[src/rtl/velocity_cell_updater.sv]
// velocity_cell_updater: read-modify-write sequencer for one cell's velocity memory.
// Define VEL_UPDATER_STALL_CNT_EN to add the stall_cycles output port.
module velocity_cell_updater #(
  parameter int DATA_WIDTH   = 96,
  parameter int ADDR_WIDTH   = 8,
  parameter int PARTICLE_NUM = 220
) (
  input  logic                  clk,
  input  logic                  rst_n,
  input  logic                  start,
  output logic                  busy,
  output logic                  done,
  output logic [ADDR_WIDTH-1:0] particle_count,
`ifdef VEL_UPDATER_STALL_CNT_EN
  output logic [15:0]           stall_cycles,
`endif
  output logic [ADDR_WIDTH-1:0] mem_address,
  output logic [DATA_WIDTH-1:0] mem_data,
  output logic                  mem_rden,
  output logic                  mem_wren,
  input  logic [DATA_WIDTH-1:0] mem_q,
  output logic [DATA_WIDTH-1:0] v_out,
  output logic [ADDR_WIDTH-1:0] v_out_pid,
  output logic                  v_out_valid,
  input  logic                  v_out_ready,
  input  logic [DATA_WIDTH-1:0] v_in,
  input  logic                  v_in_valid,
  output logic                  v_in_ready
);

  localparam logic [ADDR_WIDTH-1:0] MAX_CNT =
    ADDR_WIDTH'(PARTICLE_NUM - 1);

  typedef enum logic [3:0] {
    S_IDLE,
    S_RD_CNT,
    S_LAT_CNT,
    S_RD_V,
    S_LAT_V,
    S_SEND,
    S_RECV,
    S_WR,
    S_FIN
  } state_t;

  state_t                state_q, state_d;
  logic [ADDR_WIDTH-1:0] cnt_q, cnt_d;
  logic [ADDR_WIDTH-1:0] i_q, i_d;
  logic [ADDR_WIDTH-1:0] pid_q, pid_d;
  logic [DATA_WIDTH-1:0] vout_q, vout_d;
  logic [DATA_WIDTH-1:0] vin_q, vin_d;
  logic [ADDR_WIDTH-1:0] cnt_raw;
  logic [ADDR_WIDTH-1:0] cnt_clamp;

  // Clamping the count keeps i from ever wrapping past the memory depth.
  assign cnt_raw   = mem_q[ADDR_WIDTH-1:0];
  assign cnt_clamp = (cnt_raw > MAX_CNT) ? MAX_CNT : cnt_raw;

  always_ff @(posedge clk or negedge rst_n) begin
    if (!rst_n) begin
      state_q <= S_IDLE;
      cnt_q   <= '0;
      i_q     <= '0;
      pid_q   <= '0;
      vout_q  <= '0;
      vin_q   <= '0;
    end else begin
      state_q <= state_d;
      cnt_q   <= cnt_d;
      i_q     <= i_d;
      pid_q   <= pid_d;
      vout_q  <= vout_d;
      vin_q   <= vin_d;
    end
  end

  always_comb begin
    state_d     = state_q;
    cnt_d       = cnt_q;
    i_d         = i_q;
    pid_d       = pid_q;
    vout_d      = vout_q;
    vin_d       = vin_q;
    busy        = (state_q != S_IDLE);
    done        = 1'b0;
    mem_address = '0;
    mem_data    = '0;
    mem_rden    = 1'b0;
    mem_wren    = 1'b0;
    v_out_valid = 1'b0;
    v_in_ready  = 1'b0;
    unique case (state_q)
      S_IDLE: begin
        if (start) state_d = S_RD_CNT;
      end
      S_RD_CNT: begin
        mem_rden = 1'b1;
        state_d  = S_LAT_CNT;
      end
      S_LAT_CNT: begin
        cnt_d   = cnt_clamp;
        i_d     = ADDR_WIDTH'(1);
        state_d = (cnt_clamp == '0) ? S_FIN : S_RD_V;
      end
      S_RD_V: begin
        mem_address = i_q;
        mem_rden    = 1'b1;
        state_d     = S_LAT_V;
      end
      S_LAT_V: begin
        vout_d  = mem_q;
        pid_d   = i_q;
        state_d = S_SEND;
      end
      S_SEND: begin
        v_out_valid = 1'b1;
        if (v_out_ready) state_d = S_RECV;
      end
      S_RECV: begin
        v_in_ready = 1'b1;
        if (v_in_valid) begin
          vin_d   = v_in;
          state_d = S_WR;
        end
      end
      S_WR: begin
        mem_address = i_q;
        mem_data    = vin_q;
        mem_wren    = 1'b1;
        if (i_q == cnt_q) begin
          state_d = S_FIN;
        end else begin
          i_d     = i_q + ADDR_WIDTH'(1);
          state_d = S_RD_V;
        end
      end
      S_FIN: begin
        done    = 1'b1;
        state_d = S_IDLE;
      end
      default: state_d = S_IDLE;
    endcase
  end

  assign particle_count = cnt_q;
  assign v_out          = vout_q;
  assign v_out_pid      = pid_q;

`ifdef VEL_UPDATER_STALL_CNT_EN
  logic [15:0] stall_q, stall_d;
  logic        stall_hit;

  assign stall_hit =
    ((state_q == S_SEND) && !v_out_ready) ||
    ((state_q == S_RECV) && !v_in_valid);

  always_comb begin
    stall_d = stall_q;
    if ((state_q == S_IDLE) && start) begin
      stall_d = '0;
    end else if (stall_hit && (stall_q != 16'hFFFF)) begin
      stall_d = stall_q + 16'd1;
    end
  end

  always_ff @(posedge clk or negedge rst_n) begin
    if (!rst_n) stall_q <= '0;
    else        stall_q <= stall_d;
  end

  assign stall_cycles = stall_q;
`endif

endmodule

[config.mk]
export PLATFORM = sky130hd
export DESIGN_NAME = velocity_cell_updater
export DESIGN_NICKNAME = d
export VERILOG_FILES = /design/src/rtl/velocity_cell_updater.sv
export SDC_FILE = /design/constraint.sdc
export NUM_CORES = 1
export LEC_CHECK = 0
export CAP_MARGIN = 10
export CORE_MARGIN = 10
export CORE_UTILIZATION = 47
export CTS_BUF_LIST = sky130_fd_sc_hd__clkbuf_8
export DETAILED_ROUTE_END_ITERATION = 10
export MAX_ROUTING_LAYER = met4
export PLACE_DENSITY = 0.89
export SLEW_MARGIN = 20
export SYNTH_ARGS = -nofsm -noshare
export SYNTH_HDL_FRONTEND = slang
export SYNTH_SLANG_ARGS = --single-unit
[constraint.sdc]
create_clock -name clk -period 3.5 [get_ports clk]
set_input_delay 0.525 -clock clk [delete_from_list [all_inputs] [get_ports clk]]
set_output_delay 0.525 -clock clk [all_outputs]
set_load 0.005 [all_outputs]
# Yosys cells after proc, flatten, opt, wreduce, memory -nomap -nowiden
# Index checks and enable logic that the tools add are counted.
# word_totals
ramBits	0
output_inout_bits	222
latch_bits	0
wordCells	46
reg_bits	220
rom_bits	0
mem_count	0
# classes
n_reduce_logical	9
add_sub_neg	1
bitwise_logic	0
n_mux	16
n_eq_ne	13
div_mod_pow	0
magnitude_cmp	1
shift	0
multipliers	0
# ops
operator	n
$mux 96	1
$pmux 4 s8	1
$mux 8	3
$mux 4	5
$eq 4x3->1 const B	4
$pmux 8 s2	1
$add 8x1->8 const B	1
$eq 4x2->1 const B	2
$eq 8x8->1	1
$gt 8x8->1 const B	1
$logic_not 8->1	1
$ne 2x2->1 const B	4
$mux 1	5
$eq 4x1->1 const B	1
$eq 4x4->1 const B	1
$logic_not 4->1	1
$reduce_and 2->1	2
$reduce_bool 4->1	1
$reduce_or 2->1	2
$reduce_and 3->1	1
$reduce_bool 2->1	1

# Depth between registers and ports, before layout
# depth
ltp_word	5
depth_mapped	7
ltp_nobuf	5

# Worst setup path before layout
# Ideal clock, no wire load.
# synth_path
path_type	flip-flop to output port
startpoint	register state_q[2]
endpoint	output mem_data[0]
stages_incl_launch_ff	7
n_path_buf	3
arrival_time_ns	1.305
path_slack_ns	1.670
t_required_ns	2.975
cell_sequence	dfrtp_1 -> buf_4 -> nand4b_4 -> inv_2 -> buf_2 -> clkbuf_1 -> and2_1
# synth_between
elab_chain_len	2
# synth_lines
element	line	source
start: declaration	46	state_t state_q, state_d;
start signal: assignment	68	state_q <= state_d;
$eq 4x3->1	92	unique case (state_q)
$mux 96	92	
end: declaration	18	output logic [DATA_WIDTH-1:0] mem_data,
# No other way between the ends.

# Final worst setup path
# layout_path
startpoint	register state_q[2]
endpoint	output mem_data[45]
# Same word-level chain as after synthesis.

==> results.txt <==
run status - finished, final reports clean
CTS H-tree lvls - 2
maximum clock path buffer count - 3
required time at the worst-slack endpoint - 2.97 ns
total power of the final layout - 11.8 mW
post-layout net count - 1299
Max VDD drop - 0.558 mV
post-route fraction of the period consumed by the critical path - 91.6%
Reg-to-Reg End - state_q[0]
EDFF count, synth - 0
endpoint arrival time on the critical path - 2.68 ns
maximum number of pins on one net before global-route repair - 97
startpoint types - flip-flop
clock input transition at the sequential cells of the worst setup and hold paths - 0.06 ns
R2R setup slack - 1.29 ns
worst slew slack as a fraction of its limit - 48.4%
buffers added on ports - 418
Netlist cell types - 48
cell count of the worst reg-to-reg path - 4
RR Startpoint - i_q[2]
largest driver fanout on the critical path - 40
LEAKAGE - 6.14 nW
boundary pin count - 419
Synth Net Count - 874
Post-DP HPWL - 23400 um
Setup Viol. Count Final - 0
placeable core area - 19600 um2
FFs w/ async S/R, synth - 100%
Post-DRT Antenna Nets - 0
Die ar. - 26100 um2
global placement routability congestion - 0.888
shortest clock period the worst path allows after layout - 3.21 ns
Vias/cell - 5.05
global route total overflow - 0
clock root buffer - sky130_fd_sc_hd__clkbuf_8
number of instances in the synthesized netlist - 676
yosys warns - 0
insertion delay of the later-clocked pin in the worst-skew pair - 0.53 ns
height of the chip - 162 um
Most used DFF post-synth - sky130_fd_sc_hd__dfrtp_1
Final Slew Violations - 0
Max-cap violations - 0
DRC viols - 0
Rows - 51
clock tree from TritonCTS - built
most frequent cells in the layout - 417 x sky130_fd_sc_hd__clkdlybuf4s50_1, 220 x sky130_fd_sc_hd__dfrtp_1, 198 x sky130_fd_sc_hd__mux2_2
synthesized area per cell - 14.0 um2
power density over the cells - 810 nW/um2
Final Routed Wirelength - 31200 um
post-synthesis cell area - 9430 um2
Final TNS setup - 0 ns
buffers inserted during post-CTS setup optimization - 0
vias after detailed routing - 7009
unrepaired setup endpoints after global routing - no
top achievable clock speed - 312 MHz
leading cell type in the layout, fill and taps excluded - sky130_fd_sc_hd__clkdlybuf4s50_1
CTS Sinks - 220
Hold Vio Cnt, Final - 0
average routed wire per standard cell - 22.5 um
flop and latch count out of synthesis - 220
share of post-route cells with drive strength above 1 - 24.4%
number of antenna violations at the first check in global routing - 1
Setup crit start - state_q[2]
total track usage - 23.8%
slew at the pin with the worst max-slew slack - 0.771 ns
number of hold buffers added after cts - 0
Layout Skew - 0.0256 ns
starting density of the core - 48.2%
number of buffers inserted during clock tree synthesis - 39
startpoint-to-endpoint class of the critical path - reg -> out
vias in the first global route - 7927
type of the tightest min-delay check - in -> async
Die Width - 162 um
drt pass-1 iters - 4
Iteration-0 DRC Markers - 291
end point of the critical path - mem_data[45]
first-pass GRT wire length - 46800 um
fraction of the yosys area taken by sequential cells - 58.4%
type of element capturing the critical path - primary output
synth-to-layout area growth - 54.4%
layer usage:
layer	part of all wire, %	track usage [%]	vias to the layer above
li1	-	-	3188
met1	35	24.0	3456
met2	52	41.4	292
met3	8.5	8.59	73
met4	3.9	9.59	0
met5	0	-	-
power breakdown:
part | leakage, nW | total (mW) | switching, mW | internal [mW]
logic | 3.09 | 4.94 | 1.79 | 3.15
clock network | 0.407 | 2.27 | 1.02 | 1.25
registers | 2.65 | 4.59 | 0.800 | 3.79
worst max-delay path, cell delays in order (launching register included):
cell and delay (ns):
sky130_fd_sc_hd__dfrtp_1 0.64, sky130_fd_sc_hd__nand4b_4 0.23, sky130_fd_sc_hd__inv_4 0.35, sky130_fd_sc_hd__buf_12 0.22
sky130_fd_sc_hd__and2_1 0.16, sky130_fd_sc_hd__clkdlybuf4s50_1 0.54
layout make-up:
class | count | area (um2)
Clock inverter | 15 | 92.6
Tap cell | 265 | 332
Clock buffer | 46 | 633
Antenna cell | 1 | 2.50
Sequential cell | 220 | 5510
Fill cell | 1262 | 5020
Multi-Input combinational cell | 407 | 3650
Timing Repair Buffer | 428 | 4330
Inverter | 5 | 21.3
timing repair:
| item | CTS | global route |
|---|---|---|
| setup endpoints to repair | 0 | 47 |
| resized for setup | 0 | 2 |
| hold endpoints to repair | 0 | 0 |
synthesized netlist by cell type (all sizes together), types with 2 or more instances:
cell / number / area share [%]
a2111o: 3 / 0.36
a21oi: 7 / 0.41
a31oi: 2 / 0.13
and2: 104 / 6.9
and4: 2 / 0.19
buf: 32 / 2.4
clkbuf: 12 / 0.48
dfrtp: 220 / 58
inv: 5 / 0.20
mux2: 200 / 24
mux2i: 4 / 0.42
nand2: 19 / 0.76
nand2b: 2 / 0.21
nand3: 8 / 0.42
nand4: 5 / 0.33
nor2: 7 / 0.31
nor2b: 3 / 0.20
nor3: 2 / 0.16
nor4: 4 / 0.58
nor4b: 2 / 0.34
o21ai: 5 / 0.27
o22a: 4 / 0.37
or3: 3 / 0.20
xor2: 8 / 0.74
cell families after synthesis:
kind of cell,after synthesis,share of synthesized area (%)
fa+ha+maj,1,0.133
simple gates,167,11.2
flops,220,58.4
compound gates,26,2.08
mux,204,24.3
xor+xnor,9,0.836
buf+inv,49,3.08
flip-flops by register name, indices dropped and copies added (netlist names):
name            count
i_q                 8
particle_count      8
state_q             4
v_out              96
v_out_pid           8
vin_q              96
how the worst min path moves through the flow:
stage,end,slack (ns),cells after the start
5_1_grt,v_out[19],0.09,1
6_report,v_out[45],0.04,1
3_5_place_dp,vin_q[37],0.49,1
2_1_floorplan,i_q[0],0.23,0
4_1_cts,vin_q[33],0.07,1
3_3_place_gp,vin_q[93],0.48,1
stage by stage:
stage          cell area [um2]  util (%)  hold WS, ns  setup WS, ns  std cells
4_1_cts                  14600      74.3       0.0654        0.0744       1386
6_report                 14600      74.4       0.0393         0.295       1387
5_1_grt                  14600      74.4       0.0942         0.145       1387
3_3_place_gp             13800      70.6        0.478         0.716       1325
3_5_place_dp             13800      70.6        0.485         0.629       1325
2_1_floorplan             9430         -        0.229          1.67        676
(Power assumes the default switching activity.)
